**src/rtl/keypad_scan_pkg.sv**
```systemverilog
// Shared types and helpers for the keypad row scanner.
// Latency: n/a (types, constants and combinational helpers only).
// Backpressure: n/a.
package keypad_scan_pkg;

    localparam int ROWS   = 8;
    localparam int COLS   = 4;
    localparam int CODE_W = 5;
    localparam int ROW_W  = $clog2(ROWS);
    localparam int COL_W  = $clog2(COLS);

    typedef enum logic [1:0] {
        SCAN     = 2'd0,
        DEBOUNCE = 2'd1,
        HELD     = 2'd2
    } scan_state_t;

    typedef enum logic [1:0] {
        NONE  = 2'd0,
        ONE   = 2'd1,
        MULTI = 2'd2
    } frame_class_t;

    // Number of active column returns in one sample.
    function automatic logic [2:0] popcount4(input logic [COLS-1:0] v);
        return {2'b00, v[0]} + {2'b00, v[1]} + {2'b00, v[2]} + {2'b00, v[3]};
    endfunction

    // Index of the lowest set column; only meaningful when exactly one bit is set.
    function automatic logic [COL_W-1:0] col_index(input logic [COLS-1:0] v);
        if (v[0])      return 2'd0;
        else if (v[1]) return 2'd1;
        else if (v[2]) return 2'd2;
        else           return 2'd3;
    endfunction

endpackage

```
**src/rtl/scan_timer.sv**
```systemverilog
// Row dwell timer: steps the row select every DWELL cycles and flags sample / frame-end cycles.
// Latency: strobes are combinational from the registered counters (asserted during the sample cycle).
// Backpressure: none; i_scan_en=0 parks the timer at row 0, count 0 on the next edge.
module scan_timer
    import keypad_scan_pkg::*;
#(
    parameter int DWELL = 16
) (
    input  logic             i_clk,
    input  logic             i_rst_n,
    input  logic             i_scan_en,
    output logic [ROW_W-1:0] o_row_sel,
    output logic             o_sample_stb,
    output logic             o_frame_end
);

    localparam int CNT_W = $clog2(DWELL);
    localparam logic [CNT_W-1:0] LAST_CNT = CNT_W'(DWELL - 1);
    localparam logic [ROW_W-1:0] LAST_ROW = ROW_W'(ROWS - 1);

    logic [CNT_W-1:0] r_dwell_cnt;
    logic [ROW_W-1:0] r_row_sel;

    // Dwell counter and row index; a parked scanner restarts cleanly from row 0.
    always_ff @(posedge i_clk) begin
        if (!i_rst_n) begin
            r_dwell_cnt <= '0;
            r_row_sel   <= '0;
        end else if (!i_scan_en) begin
            r_dwell_cnt <= '0;
            r_row_sel   <= '0;
        end else if (r_dwell_cnt == LAST_CNT) begin
            r_dwell_cnt <= '0;
            r_row_sel   <= r_row_sel + ROW_W'(1);
        end else begin
            r_dwell_cnt <= r_dwell_cnt + CNT_W'(1);
        end
    end

    assign o_row_sel    = r_row_sel;
    assign o_sample_stb = i_scan_en && (r_dwell_cnt == LAST_CNT);
    assign o_frame_end  = o_sample_stb && (r_row_sel == LAST_ROW);

endmodule

```
**src/rtl/keypad_row_scanner.sv**
```systemverilog
// 8x4 keypad scanner: frame-level debounce, one key code per press on a valid/ready output.
// Latency: key_valid rises one cycle after the frame-end edge that accepts the press.
// Backpressure: one-entry output; an event arriving while the entry is held unconsumed is dropped with an overflow pulse.
module keypad_row_scanner
    import keypad_scan_pkg::*;
#(
    parameter int DWELL = 16,
    parameter int DEB   = 3
) (
    input  logic              clk,
    input  logic              rst_n,
    input  logic              scan_en,
    output logic [ROW_W-1:0]  row_sel,
    input  logic [COLS-1:0]   col,
    output logic [CODE_W-1:0] key_code,
    output logic              key_valid,
    input  logic              key_ready,
    output logic              overflow
);

    localparam int DEB_W = $clog2(DEB + 1);
    localparam logic [DEB_W-1:0] DEB_MAX = DEB_W'(DEB);

    logic              w_sample_stb;
    logic              w_frame_end;
    logic [ROW_W-1:0]  w_row_sel;

    scan_timer #(.DWELL(DWELL)) u_timer (
        .i_clk        (clk),
        .i_rst_n      (rst_n),
        .i_scan_en    (scan_en),
        .o_row_sel    (w_row_sel),
        .o_sample_stb (w_sample_stb),
        .o_frame_end  (w_frame_end)
    );

    assign row_sel = w_row_sel;

    // Frame accumulator: set-bit count saturating at 2 plus the code of the first single hit.
    logic [1:0]        r_acc_cnt;
    logic [CODE_W-1:0] r_acc_code;
    logic [2:0]        w_col_cnt;
    logic [2:0]        w_sum;
    logic [1:0]        w_acc_cnt_nxt;
    logic [CODE_W-1:0] w_acc_code_nxt;
    frame_class_t      w_class;

    assign w_col_cnt      = popcount4(col);
    assign w_sum          = {1'b0, r_acc_cnt} + w_col_cnt;
    assign w_acc_cnt_nxt  = (w_sum >= 3'd2) ? 2'd2 : w_sum[1:0];
    assign w_acc_code_nxt = (r_acc_cnt == 2'd0 && w_col_cnt == 3'd1) ?
                            {w_row_sel, col_index(col)} : r_acc_code;

    // Classify the frame including the row-7 sample taken this cycle.
    always_comb begin
        w_class = MULTI;
        case (w_acc_cnt_nxt)
            2'd0:    w_class = NONE;
            2'd1:    w_class = ONE;
            default: w_class = MULTI;
        endcase
    end

    // Accumulate samples across a frame; cleared at frame end or when scanning parks.
    always_ff @(posedge clk) begin
        if (!rst_n || !scan_en || w_frame_end) begin
            r_acc_cnt  <= '0;
            r_acc_code <= '0;
        end else if (w_sample_stb) begin
            r_acc_cnt  <= w_acc_cnt_nxt;
            r_acc_code <= w_acc_code_nxt;
        end
    end

    // Debounce FSM, stepped once per completed frame; r_emit is a one-cycle request to the output stage.
    scan_state_t       r_state;
    logic [CODE_W-1:0] r_cand;
    logic [DEB_W-1:0]  r_deb_cnt;
    logic              r_emit;
    logic [CODE_W-1:0] r_emit_code;

    always_ff @(posedge clk) begin
        if (!rst_n) begin
            r_state     <= SCAN;
            r_cand      <= '0;
            r_deb_cnt   <= '0;
            r_emit      <= 1'b0;
            r_emit_code <= '0;
        end else begin
            r_emit <= 1'b0;
            if (w_frame_end) begin
                case (r_state)
                    SCAN: begin
                        if (w_class == ONE) begin
                            r_cand    <= w_acc_code_nxt;
                            r_deb_cnt <= DEB_W'(1);
                            if (DEB == 1) begin
                                r_emit      <= 1'b1;
                                r_emit_code <= w_acc_code_nxt;
                                r_state     <= HELD;
                            end else begin
                                r_state <= DEBOUNCE;
                            end
                        end
                    end
                    DEBOUNCE: begin
                        if (w_class == ONE && w_acc_code_nxt == r_cand) begin
                            if (r_deb_cnt == DEB_MAX - DEB_W'(1)) begin
                                r_deb_cnt   <= DEB_MAX;
                                r_emit      <= 1'b1;
                                r_emit_code <= r_cand;
                                r_state     <= HELD;
                            end else if (r_deb_cnt != DEB_MAX) begin
                                r_deb_cnt <= r_deb_cnt + DEB_W'(1);
                            end
                        end else if (w_class == ONE) begin
                            r_cand    <= w_acc_code_nxt;
                            r_deb_cnt <= DEB_W'(1);
                        end else begin
                            r_deb_cnt <= '0;
                            r_state   <= SCAN;
                        end
                    end
                    HELD: begin
                        if (w_class == NONE) begin
                            r_deb_cnt <= '0;
                            r_state   <= SCAN;
                        end
                    end
                    default: begin
                        r_deb_cnt <= '0;
                        r_state   <= SCAN;
                    end
                endcase
            end
        end
    end

    // One-entry output register: accept-and-reload in one cycle, else drop with an overflow pulse.
    logic              r_key_valid;
    logic [CODE_W-1:0] r_key_code;
    logic              r_overflow;

    always_ff @(posedge clk) begin
        if (!rst_n) begin
            r_key_valid <= 1'b0;
            r_key_code  <= '0;
            r_overflow  <= 1'b0;
        end else begin
            r_overflow <= 1'b0;
            if (r_emit) begin
                if (!r_key_valid || key_ready) begin
                    r_key_valid <= 1'b1;
                    r_key_code  <= r_emit_code;
                end else begin
                    r_overflow <= 1'b1;
                end
            end else if (r_key_valid && key_ready) begin
                r_key_valid <= 1'b0;
            end
        end
    end

    assign key_valid = r_key_valid;
    assign key_code  = r_key_code;
    assign overflow  = r_overflow;

endmodule
```
**config.mk**
```make
export PLATFORM = sky130hd
export DESIGN_NAME = keypad_row_scanner
export DESIGN_NICKNAME = d
export VERILOG_FILES = /design/src/rtl/keypad_scan_pkg.sv /design/src/rtl/scan_timer.sv /design/src/rtl/keypad_row_scanner.sv
export SDC_FILE = /design/constraint.sdc
export NUM_CORES = 1
export LEC_CHECK = 0
export CORE_MARGIN = 5
export CORE_UTILIZATION = 39
export DETAILED_ROUTE_END_ITERATION = 6
export PLACE_DENSITY = 0.59
export SLEW_MARGIN = 10
export SYNTH_ARGS = -nofsm -noshare
export SYNTH_HDL_FRONTEND = slang
export SYNTH_SLANG_ARGS = --single-unit
export TNS_END_PERCENT = 1
```
**constraint.sdc**
```tcl
create_clock -name clk -period 6.3 [get_ports clk]
set_clock_uncertainty 0.15 [all_clocks]
set_input_delay 1.26 -clock clk [delete_from_list [all_inputs] [get_ports clk]]
set_output_delay 1.26 -clock clk [all_outputs]
set_load 0.03 [all_outputs]
```
==> reports/results.ini, run 1 <==
[die]
fp.dieH_um = 78.4
die_w_um = 78.4
boundaryPins = 18
std_cell_rows = 25
floorplan.initialDensity_pct = 39.5
fp.dieArea_um2 = 6150
core_ar_um2 = 4630

[pwr]
power.net_switching_mw = 0.115
cell_internal_pwr_mw = 0.337
ir_drop_mv = 0.114
power_density_nw_per_um2 = 212
switching_power_share_of_the_total_pct = 25.4
p_total_mw = 0.452
power_frac_clock_pct = 38.3
p_seq_share_pct = 50.6
p_comb_share_pct = 11.2
p_leak_nw = 0.790

[timing]
timing.setup.tns_ns = 0
grt_setup_unrepaired = no
timing.hold.ws_ns = 0.336
period_minus_slack_ns = 5.25
final.period_utilization_pct = 83.3
hold_viol = 0
maxSlewHeadroom_pct = 52.7
final_max_slew_viol_count = 0
worst_slew_pin_slew_ns = 0.703
max_freq_ghz = 0.190
setup_viol = 0

[detailed_routing]
drt-initial-drc-count = 62
drc = 0
drt-wirelength-per-cell_um = 13.0
routed_wl_um = 3600
drt.antenna.violating_nets = 0
vias = 1479
post_drt_via_cell_ratio = 5.36
drt_pass1_iterations = 4

[global_routing]
grt_pass1_wl_um = 6240
grt_usage_pct = 12.7
grt_overflow = 0
antenna_violations_before_repair = 0
grt_start_max_net_pins = 21
grt_pass1_vias = 1362

[synthesis]
synth_top_family_by_area = simple AND/OR/NAND/NOR gates
post_synth_arst_share_pct = 0
netlist_area_um2 = 1830
count_of_flip_flops_with_a_built_in_enable_after_synthesis = 0
ys.flop_type = sky130_fd_sc_hd__dfxtp_1
synthXorXnorAreaFrac_pct = 2.40
synth_fa_ha_area_share_pct = 8.36
synth_compound_area_share_pct = 14.5
ys_top_cells_by_area = sky130_fd_sc_hd__dfxtp_1, sky130_fd_sc_hd__mux2i_1, sky130_fd_sc_hd__ha_1
synth_seq_cells = 36
yosys-top-cells-count = sky130_fd_sc_hd__dfxtp_1, sky130_fd_sc_hd__nor2_1, sky130_fd_sc_hd__mux2i_1
yosysSeqAreaShare_pct = 39.5
synth_fp_nets = 223
postSynthCellCount = 204
synthMostInstantiatedCell = sky130_fd_sc_hd__dfxtp_1
synth.avg_cell_area_um2 = 8.95
synthesis_warnings = 0
post-synth-top-area-fraction_pct = 39.5
synth_cell_types = 40
synthSimpleGateAreaFrac_pct = 21.6
post-synth-top-area-cell = sky130_fd_sc_hd__dfxtp_1
synth.area.mux_share_pct = 9.32

[cells_and_area]
drive_above_1_share_pct = 5.86
n_antenna_cell = 0
n_fill_cell = 467
finish.utilization_pct = 46.0
synthToLayoutAreaGrowth_pct = 16.6
net_count_reported_at_finish = 240

[setup_path]
worst_ep_required_time_ns = 6.31
critical_path.max_fanout = 10
arrival_ns = 5.26
rr_startpoint = r_acc_cnt[1]
ff2ff_setup_slack_ns = 3.11
setup.worst_path.end_class = register
worst_setup_path_start_kind = input port
timing.setup.critical_path_class = input port to register
rr_worst_depth = 7
r2r_end = r_cand[4]

[clock_network]
tritoncts = done
clock_tree.root_cell = sky130_fd_sc_hd__clkbuf_8
cts_hold_buf = 0
cts_repair_resize_count = 0
cts_setup_buffers = 0
clk_transition_reported_paths_ns = 0.07
cts-buffers-inserted = 5
worstSkewPairLatency_ns = 0.29
htreeDepth = 2
numClockSinks = 36
clock_path_buffers = 2

[placement]
dp_hpwl_um = 2760
quantity_of_i_o_buffers_inserted_on_ports = 17
routability_congestion_estimate = 0.772

[hold_path]
hold_depth = 1
hold_end = u_timer.r_dwell_cnt[0]
hold_start = u_timer.r_dwell_cnt[0]
worstHoldPathType = register to register

[outcome]
status = finished, final reports clean

[job]
maxCapViolCount = 0

[per-stage QoR]
stage / std cells / setup slack, ns / cell area, um^2
after detailed placement: 268 / 0.752 / 2030
after CTS: 276 / 1.05 / 2130
after global placement: 268 / 0.801 / 2030
after floorplan: 204 / 1.53 / 1830
after global routing: 276 / 0.825 / 2130
final: 276 / 1.05 / 2130
[worst max-delay path, stage by stage]
cell                              delay [ns]
sky130_fd_sc_hd__clkdlybuf4s50_1        0.48
sky130_fd_sc_hd__fa_1                   0.50
sky130_fd_sc_hd__ha_1                   0.19
sky130_fd_sc_hd__ha_1                   0.32
sky130_fd_sc_hd__or4b_1                 0.61
sky130_fd_sc_hd__nor2_1                 0.38
sky130_fd_sc_hd__mux2i_1                0.33
sky130_fd_sc_hd__o221ai_2               0.19
sky130_fd_sc_hd__or4_1                  0.71
sky130_fd_sc_hd__a21oi_1                0.23
sky130_fd_sc_hd__nor3_2                 0.06
[flip-flops by register name (all words and copies together) (netlist names)]
signal               cells
r_deb_cnt                2
r_acc_cnt                2
r_acc_code               5
r_state                  2
r_cand                   5
u_timer.r_dwell_cnt      4
overflow                 1
r_emit_code              5
u_timer.o_row_sel        3
key_code                 5
r_emit                   1
key_valid                1
[per-layer routing]
metal / part of all wire (%) / global-route usage [%]
met1: 49 / 16.8
met2: 44 / 19.6
met3: 5.5 / 3.78
met4: 1.1 / 4.72
met5: 0 / 0
[power groups by stage]
stage | Clock, mW | Combinational [mW] | Sequential, mW
CTS | 0.180 | 0.0506 | 0.228
global route | 0.190 | 0.0571 | 0.228
global placement | 0 | 0.0498 | 0.234
finish | 0.173 | 0.0504 | 0.228
detailed placement | 0 | 0.0500 | 0.234
floorplan | 0 | 0.0372 | 0.234
[worst max-delay path by stage]
stage,from,end,slack [ns],depth (start not counted)
floorplan,col[0],r_cand[4],1.53,12
global placement,col[0],r_cand[4],0.80,11
detailed placement,col[0],r_cand[4],0.75,11
CTS,col[0],r_cand[4],1.05,11
global route,col[0],r_cand[1],0.82,10
finish,col[0],r_cand[4],1.05,11
[cell usage in the layout, fill, tap and decap left out, types with 2 or more instances in the layout]
master,n
sky130_fd_sc_hd__a21oi_1,16
sky130_fd_sc_hd__mux2i_1,17
sky130_fd_sc_hd__nand4_1,2
sky130_fd_sc_hd__nor3_1,4
sky130_fd_sc_hd__ha_1,9
sky130_fd_sc_hd__nor2_1,30
sky130_fd_sc_hd__a211oi_1,2
sky130_fd_sc_hd__xnor2_1,3
sky130_fd_sc_hd__nor2b_1,2
sky130_fd_sc_hd__and3_1,5
sky130_fd_sc_hd__a31oi_1,3
sky130_fd_sc_hd__inv_1,11
sky130_fd_sc_hd__xor2_1,2
sky130_fd_sc_hd__o221ai_1,3
sky130_fd_sc_hd__nand3_1,7
sky130_fd_sc_hd__nand2b_1,4
sky130_fd_sc_hd__fa_1,2
sky130_fd_sc_hd__clkbuf_8,6
sky130_fd_sc_hd__o211ai_1,2
sky130_fd_sc_hd__o2111ai_1,2
sky130_fd_sc_hd__clkdlybuf4s50_1,17
sky130_fd_sc_hd__dfxtp_1,36
sky130_fd_sc_hd__or4_1,2
sky130_fd_sc_hd__a311oi_1,4
sky130_fd_sc_hd__nand2_1,12
sky130_fd_sc_hd__and2_1,2
sky130_fd_sc_hd__o21ai_0,2
[cells by family after synthesis]
kind of cell	after synthesis
muxes	17
adders and majority gates	11
buffers and inverters	19
AOI/OAI and AO/OA	39
and+or+nand+nor	77
DFF	36
xor gates and xnor gates	5
[final cells by class]
class	instances	area, um^2	share of cell area, %
well taps	54	67.6	3.17
inverters	11	41.3	1.94
clock inverters	2	13.8	0.646
repair buffers	18	178	8.34
flip-flops and latches	36	721	33.8
clock buffers	6	82.6	3.88
multi-input cells	149	1030	48.2
No activity file was read; power rests on OpenSTA's default activity.
==> inputs of run 2 (changes only) <==
- clock period: 6.3 -> 4.98 ns (I/O delays scaled with it)
==> reports/results.ini, run 2 (same netlist as run 1, synthesis figures left out) <==
[pwr]
cell_internal_pwr_mw = 0.420  ; +25%
power_frac_clock_pct = 34.6  ; -3.7 points
p_leak_nw = 0.839  ; +6.2%
power_density_nw_per_um2 = 255  ; +20%
ir_drop_mv = 0.135  ; +18%
power.net_switching_mw = 0.141  ; +23%
p_comb_share_pct = 13.9  ; +2.7 points
p_seq_share_pct = 51.5  ; +0.9 points
switching_power_share_of_the_total_pct = 25.2  ; -0.18 points

[timing]
grt_setup_unrepaired = no
maxSlewHeadroom_pct = 57.5  ; +4.8 points
period_minus_slack_ns = 4.66
hold_viol = 0  ; unchanged
setup_viol = 0  ; unchanged
final_max_slew_viol_count = 0  ; unchanged
final.period_utilization_pct = 93.6
timing.hold.ws_ns = 0.310  ; -0.0260 ns
worst_slew_pin_slew_ns = 0.636  ; -0.0671 ns
timing.setup.tns_ns = 0  ; unchanged
max_freq_ghz = 0.214

[detailed_routing]
drt-wirelength-per-cell_um = 13.2  ; +1.3%
vias = 1531  ; +3.5%
drt-initial-drc-count = 104  ; +68%
routed_wl_um = 3790  ; +5.4%
drt_pass1_iterations = 4  ; unchanged
drc = 0  ; unchanged
drt.antenna.violating_nets = 0  ; unchanged
post_drt_via_cell_ratio = 5.33  ; -0.45%

[die]
fp.dieArea_um2 = 6150  ; unchanged
floorplan.initialDensity_pct = 39.5  ; unchanged
core_ar_um2 = 4630  ; unchanged
die_w_um = 78.4  ; unchanged
fp.dieH_um = 78.4  ; unchanged
boundaryPins = 18  ; unchanged
std_cell_rows = 25  ; unchanged

[clock_network]
worstSkewPairLatency_ns = 0.29  ; about the same
clock_tree.root_cell = sky130_fd_sc_hd__clkbuf_8
tritoncts = done
numClockSinks = 36  ; unchanged
cts_setup_buffers = 0  ; unchanged
cts_repair_resize_count = 0  ; unchanged
cts_hold_buf = 0  ; unchanged
clk_transition_reported_paths_ns = 0.07  ; about the same
cts-buffers-inserted = 5  ; unchanged
htreeDepth = 2  ; unchanged
clock_path_buffers = 2  ; unchanged

[cells_and_area]
layout.cells.most_common_list = sky130_fd_sc_hd__dfxtp_1, sky130_fd_sc_hd__nor2_1, sky130_fd_sc_hd__mux2i_1, sky130_fd_sc_hd__clkdlybuf4s50_1, sky130_fd_sc_hd__a21oi_1
n_antenna_cell = 0  ; unchanged
synthToLayoutAreaGrowth_pct = 20.5
n_fill_cell = 463  ; -0.86%
drive_above_1_share_pct = 9.87  ; +4.0 points
final_common_cell = sky130_fd_sc_hd__dfxtp_1
net_count_reported_at_finish = 252  ; +5.0%

[hold_path]
worstHoldPathType = register to register

[placement]
dp_hpwl_um = 2860  ; +3.4%
routability_congestion_estimate = 0.834  ; +8.0%
quantity_of_i_o_buffers_inserted_on_ports = 17  ; unchanged

[setup_path]
critical_path.top_delay_family = simple AND/OR/NAND/NOR gates
worst_setup_path_start_kind = input port
setup.worst_path.end_class = register
worst_path_most_repeated_cell = sky130_fd_sc_hd__ha_1
critical-path-slowest-cell = sky130_fd_sc_hd__or4_1
critical_path_cell_by_cell = clkdlybuf4s50_1 -> fa_1 -> ha_1 -> ha_1 -> or4b_1 -> nor2_1 -> buf_4 -> mux2i_1 -> o221ai_2 -> or4_1 -> a21oi_1 -> nor3_2
worst_ep_required_time_ns = 4.98  ; -1.33 ns
arrival_ns = 4.66  ; -0.60 ns
critPathMaxStageDelay_ns = 0.70  ; about the same
critPathBufInv = 2  ; +1
timing.setup.critical_path_class = input port to register
critical_path.max_fanout = 10  ; unchanged

[global_routing]
grt_overflow = 0  ; unchanged
grt_usage_pct = 13.4  ; +0.61 points
grt_pass1_vias = 1396  ; +2.5%
grt_pass1_wl_um = 6570  ; +5.2%
antenna_violations_before_repair = 0  ; unchanged
grt_start_max_net_pins = 21  ; unchanged

[outcome]
status = finished, final reports clean

[job]
maxCapViolCount = 0  ; unchanged

run 2: worst paths after layout:
kind	from	to	slack, ns	depth (start not counted)
worst min-delay path	u_timer.r_dwell_cnt[0]	u_timer.r_dwell_cnt[0]	0.31	1
worst max register to register	r_acc_cnt[1]	r_cand[4]	2.02	8
worst max-delay path	col[0]	r_cand[4]	0.32	12
worst min register to register	u_timer.r_dwell_cnt[0]	u_timer.r_dwell_cnt[0]	0.31	1
run 2: per-layer routing:
metal,vias to the layer above,global-route usage [%],wire length (um),share of wire (%)
li1,793,-,-,-
met1,699,17.0,1830,48
met2,31,21.0,1680,44
met3,8,3.67,195,5.1
met4,0,6.12,88,2.3
met5,-,0,0,0
run 2: cell type report:
type,count,area (um^2),share of cell area (%)
inverter,11,41.3,1.88
clock buffer,6,72.6,3.30
sequential,36,721,32.7
multi-input combinational,149,1030,46.6
clock inverter,1,5.00,0.227
tap,54,67.6,3.07
timing repair buffer,30,268,12.2
run 2: through the flow:
| stage | total power [mW] | setup WS [ns] | instances | util, % | cell area [um^2] |
|---|---|---|---|---|---|
| after floorplan | 0.343 | 0.471 | 204 | - | 1830 |
| after global placement | 0.373 | 0.0709 | 280 | 45.9 | 2120 |
| after detailed placement | 0.373 | 0.0225 | 280 | 45.9 | 2120 |
| after CTS | 0.570 | 0.314 | 287 | 47.5 | 2200 |
| after global routing | 0.592 | 0.121 | 287 | 47.5 | 2200 |
| final | 0.562 | 0.317 | 287 | 47.5 | 2200 |
run 2: power by group through the flow:
| stage | clock (mW) | sequential, mW | combinational, mW |
|---|---|---|---|
| 6_report | 0.195 | 0.289 | 0.0780 |
| 5_1_grt | 0.216 | 0.289 | 0.0877 |
| 4_1_cts | 0.203 | 0.289 | 0.0782 |
| 3_5_place_dp | 0 | 0.296 | 0.0776 |
| 3_3_place_gp | 0 | 0.296 | 0.0774 |
| 2_1_floorplan | 0 | 0.296 | 0.0470 |
==> inputs of run 3 (changes only) <==
- CORE_UTILIZATION: 39 -> 49
- PLACE_DENSITY: 0.59 -> 0.71
==> reports/results.ini, run 3 (same netlist as run 1, synthesis figures left out) <==
[timing]
final.period_utilization_pct = 94.5  ; +0.86 points
maxSlewHeadroom_pct = 59.9  ; +2.3 points
max_freq_ghz = 0.212  ; -0.91%
setup_viol = 0  ; unchanged
period_minus_slack_ns = 4.71  ; +0.0430 ns
grt_setup_unrepaired = no
final_max_slew_viol_count = 0  ; unchanged
hold_viol = 0  ; unchanged
fin_ws_ns = 0.274  ; -0.0430 ns
worst_slew_pin_slew_ns = 0.601  ; -0.0350 ns
timing.hold.ws_ns = 0.318  ; +0.00756 ns

[die]
fp.dieArea_um2 = 5050  ; -18%
std_cell_rows = 22  ; -12%
die_w_um = 71.1  ; -9.4%
boundaryPins = 18  ; unchanged
floorplan.initialDensity_pct = 50.3  ; +11 points
fp.dieH_um = 71.1  ; -9.4%
core_ar_um2 = 3630  ; -22%

[pwr]
p_seq_share_pct = 49.7  ; -1.8 points
power_frac_clock_pct = 36.9  ; +2.3 points
power.net_switching_mw = 0.144  ; +1.8%
power_density_nw_per_um2 = 264  ; +3.5%
switching_power_share_of_the_total_pct = 24.8  ; -0.42 points
p_comb_share_pct = 13.4  ; -0.5 points
ir_drop_mv = 0.184  ; +37%
p_leak_nw = 0.838  ; about the same
cell_internal_pwr_mw = 0.438  ; +4.2%

[cells_and_area]
synthToLayoutAreaGrowth_pct = 20.5  ; about the same
final_cell_count_no_fill = 281  ; -2.1%
drive_above_1_share_pct = 9.87  ; unchanged
n_fill_cell = 331  ; -29%
net_count_reported_at_finish = 251  ; -0.40%
n_antenna_cell = 0  ; unchanged
layout.cells.most_common_list = sky130_fd_sc_hd__dfxtp_1, sky130_fd_sc_hd__nor2_1, sky130_fd_sc_hd__mux2i_1, sky130_fd_sc_hd__clkdlybuf4s50_1, sky130_fd_sc_hd__a21oi_1
final-seq-area_um2 = 721  ; unchanged
final_common_cell = sky130_fd_sc_hd__dfxtp_1
multi_input_comb_area_um2 = 1030  ; unchanged

[global_routing]
grt_pass1_vias = 1430  ; +2.4%
grt_start_max_net_pins = 21  ; unchanged
grt_usage_pct = 15.3  ; +2.0 points
antenna_violations_before_repair = 0  ; unchanged
grt_pass1_wl_um = 6310  ; -4.0%
grt_overflow = 0  ; unchanged

[detailed_routing]
post_drt_via_cell_ratio = 5.47  ; +2.6%
drt-wirelength-per-cell_um = 12.8  ; -3.3%
routed_wl_um = 3590  ; -5.4%
drt.antenna.violating_nets = 0  ; unchanged
drt_pass1_iterations = 4  ; unchanged
vias = 1538  ; +0.46%
drt-initial-drc-count = 80  ; -23%
drc = 0  ; unchanged

[placement]
dp_hpwl_um = 2730  ; -4.6%
detailedPlace.worstSlack_ns = -0.0288  ; -0.0513 ns
routability_congestion_estimate = 0.806  ; -3.4%
quantity_of_i_o_buffers_inserted_on_ports = 17  ; unchanged
placed_cells_incl_taps = 273  ; -2.5%

[clock_network]
tritoncts = done
cts_hold_buf = 0  ; unchanged
clk_transition_reported_paths_ns = 0.07  ; about the same
clock_path_buffers = 2  ; unchanged
cts_setup_buffers = 0  ; unchanged
cts-buffers-inserted = 5  ; unchanged
htreeDepth = 2  ; unchanged
numClockSinks = 36  ; unchanged
clock_tree.root_cell = sky130_fd_sc_hd__clkbuf_8
cts_repair_resize_count = 0  ; unchanged
worstSkewPairLatency_ns = 0.29  ; about the same

[setup_path]
worst_setup_path_start_kind = input port
arrival_ns = 4.71  ; +0.05 ns
worst_ep_required_time_ns = 4.98  ; about the same
timing.setup.critical_path_class = input port to register
setup.worst_path.end_class = register
critical_path.max_fanout = 10  ; unchanged

[job]
maxCapViolCount = 0  ; unchanged

[outcome]
status = finished, final reports clean

[hold_path]
worstHoldPathType = register to register

run 3: cell types whose count changed in the layout (fill, tap and decap cells not counted), sizes merged:
| cell | change |
|---|---|
| clkinv | -1 |
| buf | -1 |
| clkinvlp | +1 |
| clkbuf | +1 |
run 3: power by group through the flow:
stage	clock, mW	combinational, mW	sequential, mW
after floorplan	0	0.0470	0.296
after global placement	0	0.0764	0.296
after detailed placement	0	0.0777	0.296
after CTS	0.220	0.0783	0.289
after global routing	0.233	0.0890	0.289
final	0.215	0.0778	0.289
run 3: metrics by stage:
stage / total power, mW / util, % / area (um^2) / setup TNS, ns
2_1_floorplan: 0.343 / - / 1830 / 0
3_3_place_gp: 0.372 / 58.0 / 2110 / 0
3_5_place_dp: 0.373 / 58.0 / 2110 / -0.0396
4_1_cts: 0.588 / 60.6 / 2200 / 0
5_1_grt: 0.610 / 60.6 / 2200 / 0
6_report: 0.582 / 60.6 / 2200 / 0
run 3: area by class of cell:
class,instances,share of cell area [%]
well taps,48,2.73
repair buffers,29,11.8
multi-input cells,149,46.6
inverters,11,1.88
clock inverters,1,0.341
clock buffers,7,3.92
flip-flops and latches,36,32.7
run 3: worst paths after layout:
path                           from                     end  slack, ns  depth (start not counted)
min          u_timer.r_dwell_cnt[0]  u_timer.r_dwell_cnt[0]       0.32                          1
min reg2reg  u_timer.r_dwell_cnt[0]  u_timer.r_dwell_cnt[0]       0.32                          1
max reg2reg            r_acc_cnt[1]               r_cand[4]       2.01                          8
max                          col[0]               r_cand[4]       0.27                         12
run 3: per-layer routing:
metal	vias up	GRT usage [%]	wire length, um
met5	-	0	0
met2	32	25.0	1680
met4	0	5.64	49
met3	6	4.55	180
met1	713	19.1	1680
li1	787	-	-
run 3: worst max-delay path, stage by stage:
cell	delay (ns)
sky130_fd_sc_hd__clkdlybuf4s50_1	0.45
sky130_fd_sc_hd__fa_1	0.49
sky130_fd_sc_hd__ha_1	0.20
sky130_fd_sc_hd__ha_1	0.29
sky130_fd_sc_hd__or4b_1	0.59
sky130_fd_sc_hd__nor2_1	0.13
sky130_fd_sc_hd__buf_4	0.14
sky130_fd_sc_hd__mux2i_1	0.27
sky130_fd_sc_hd__o221ai_2	0.14
sky130_fd_sc_hd__or4_1	0.69
sky130_fd_sc_hd__a21oi_1	0.24
sky130_fd_sc_hd__nor3_2	0.06
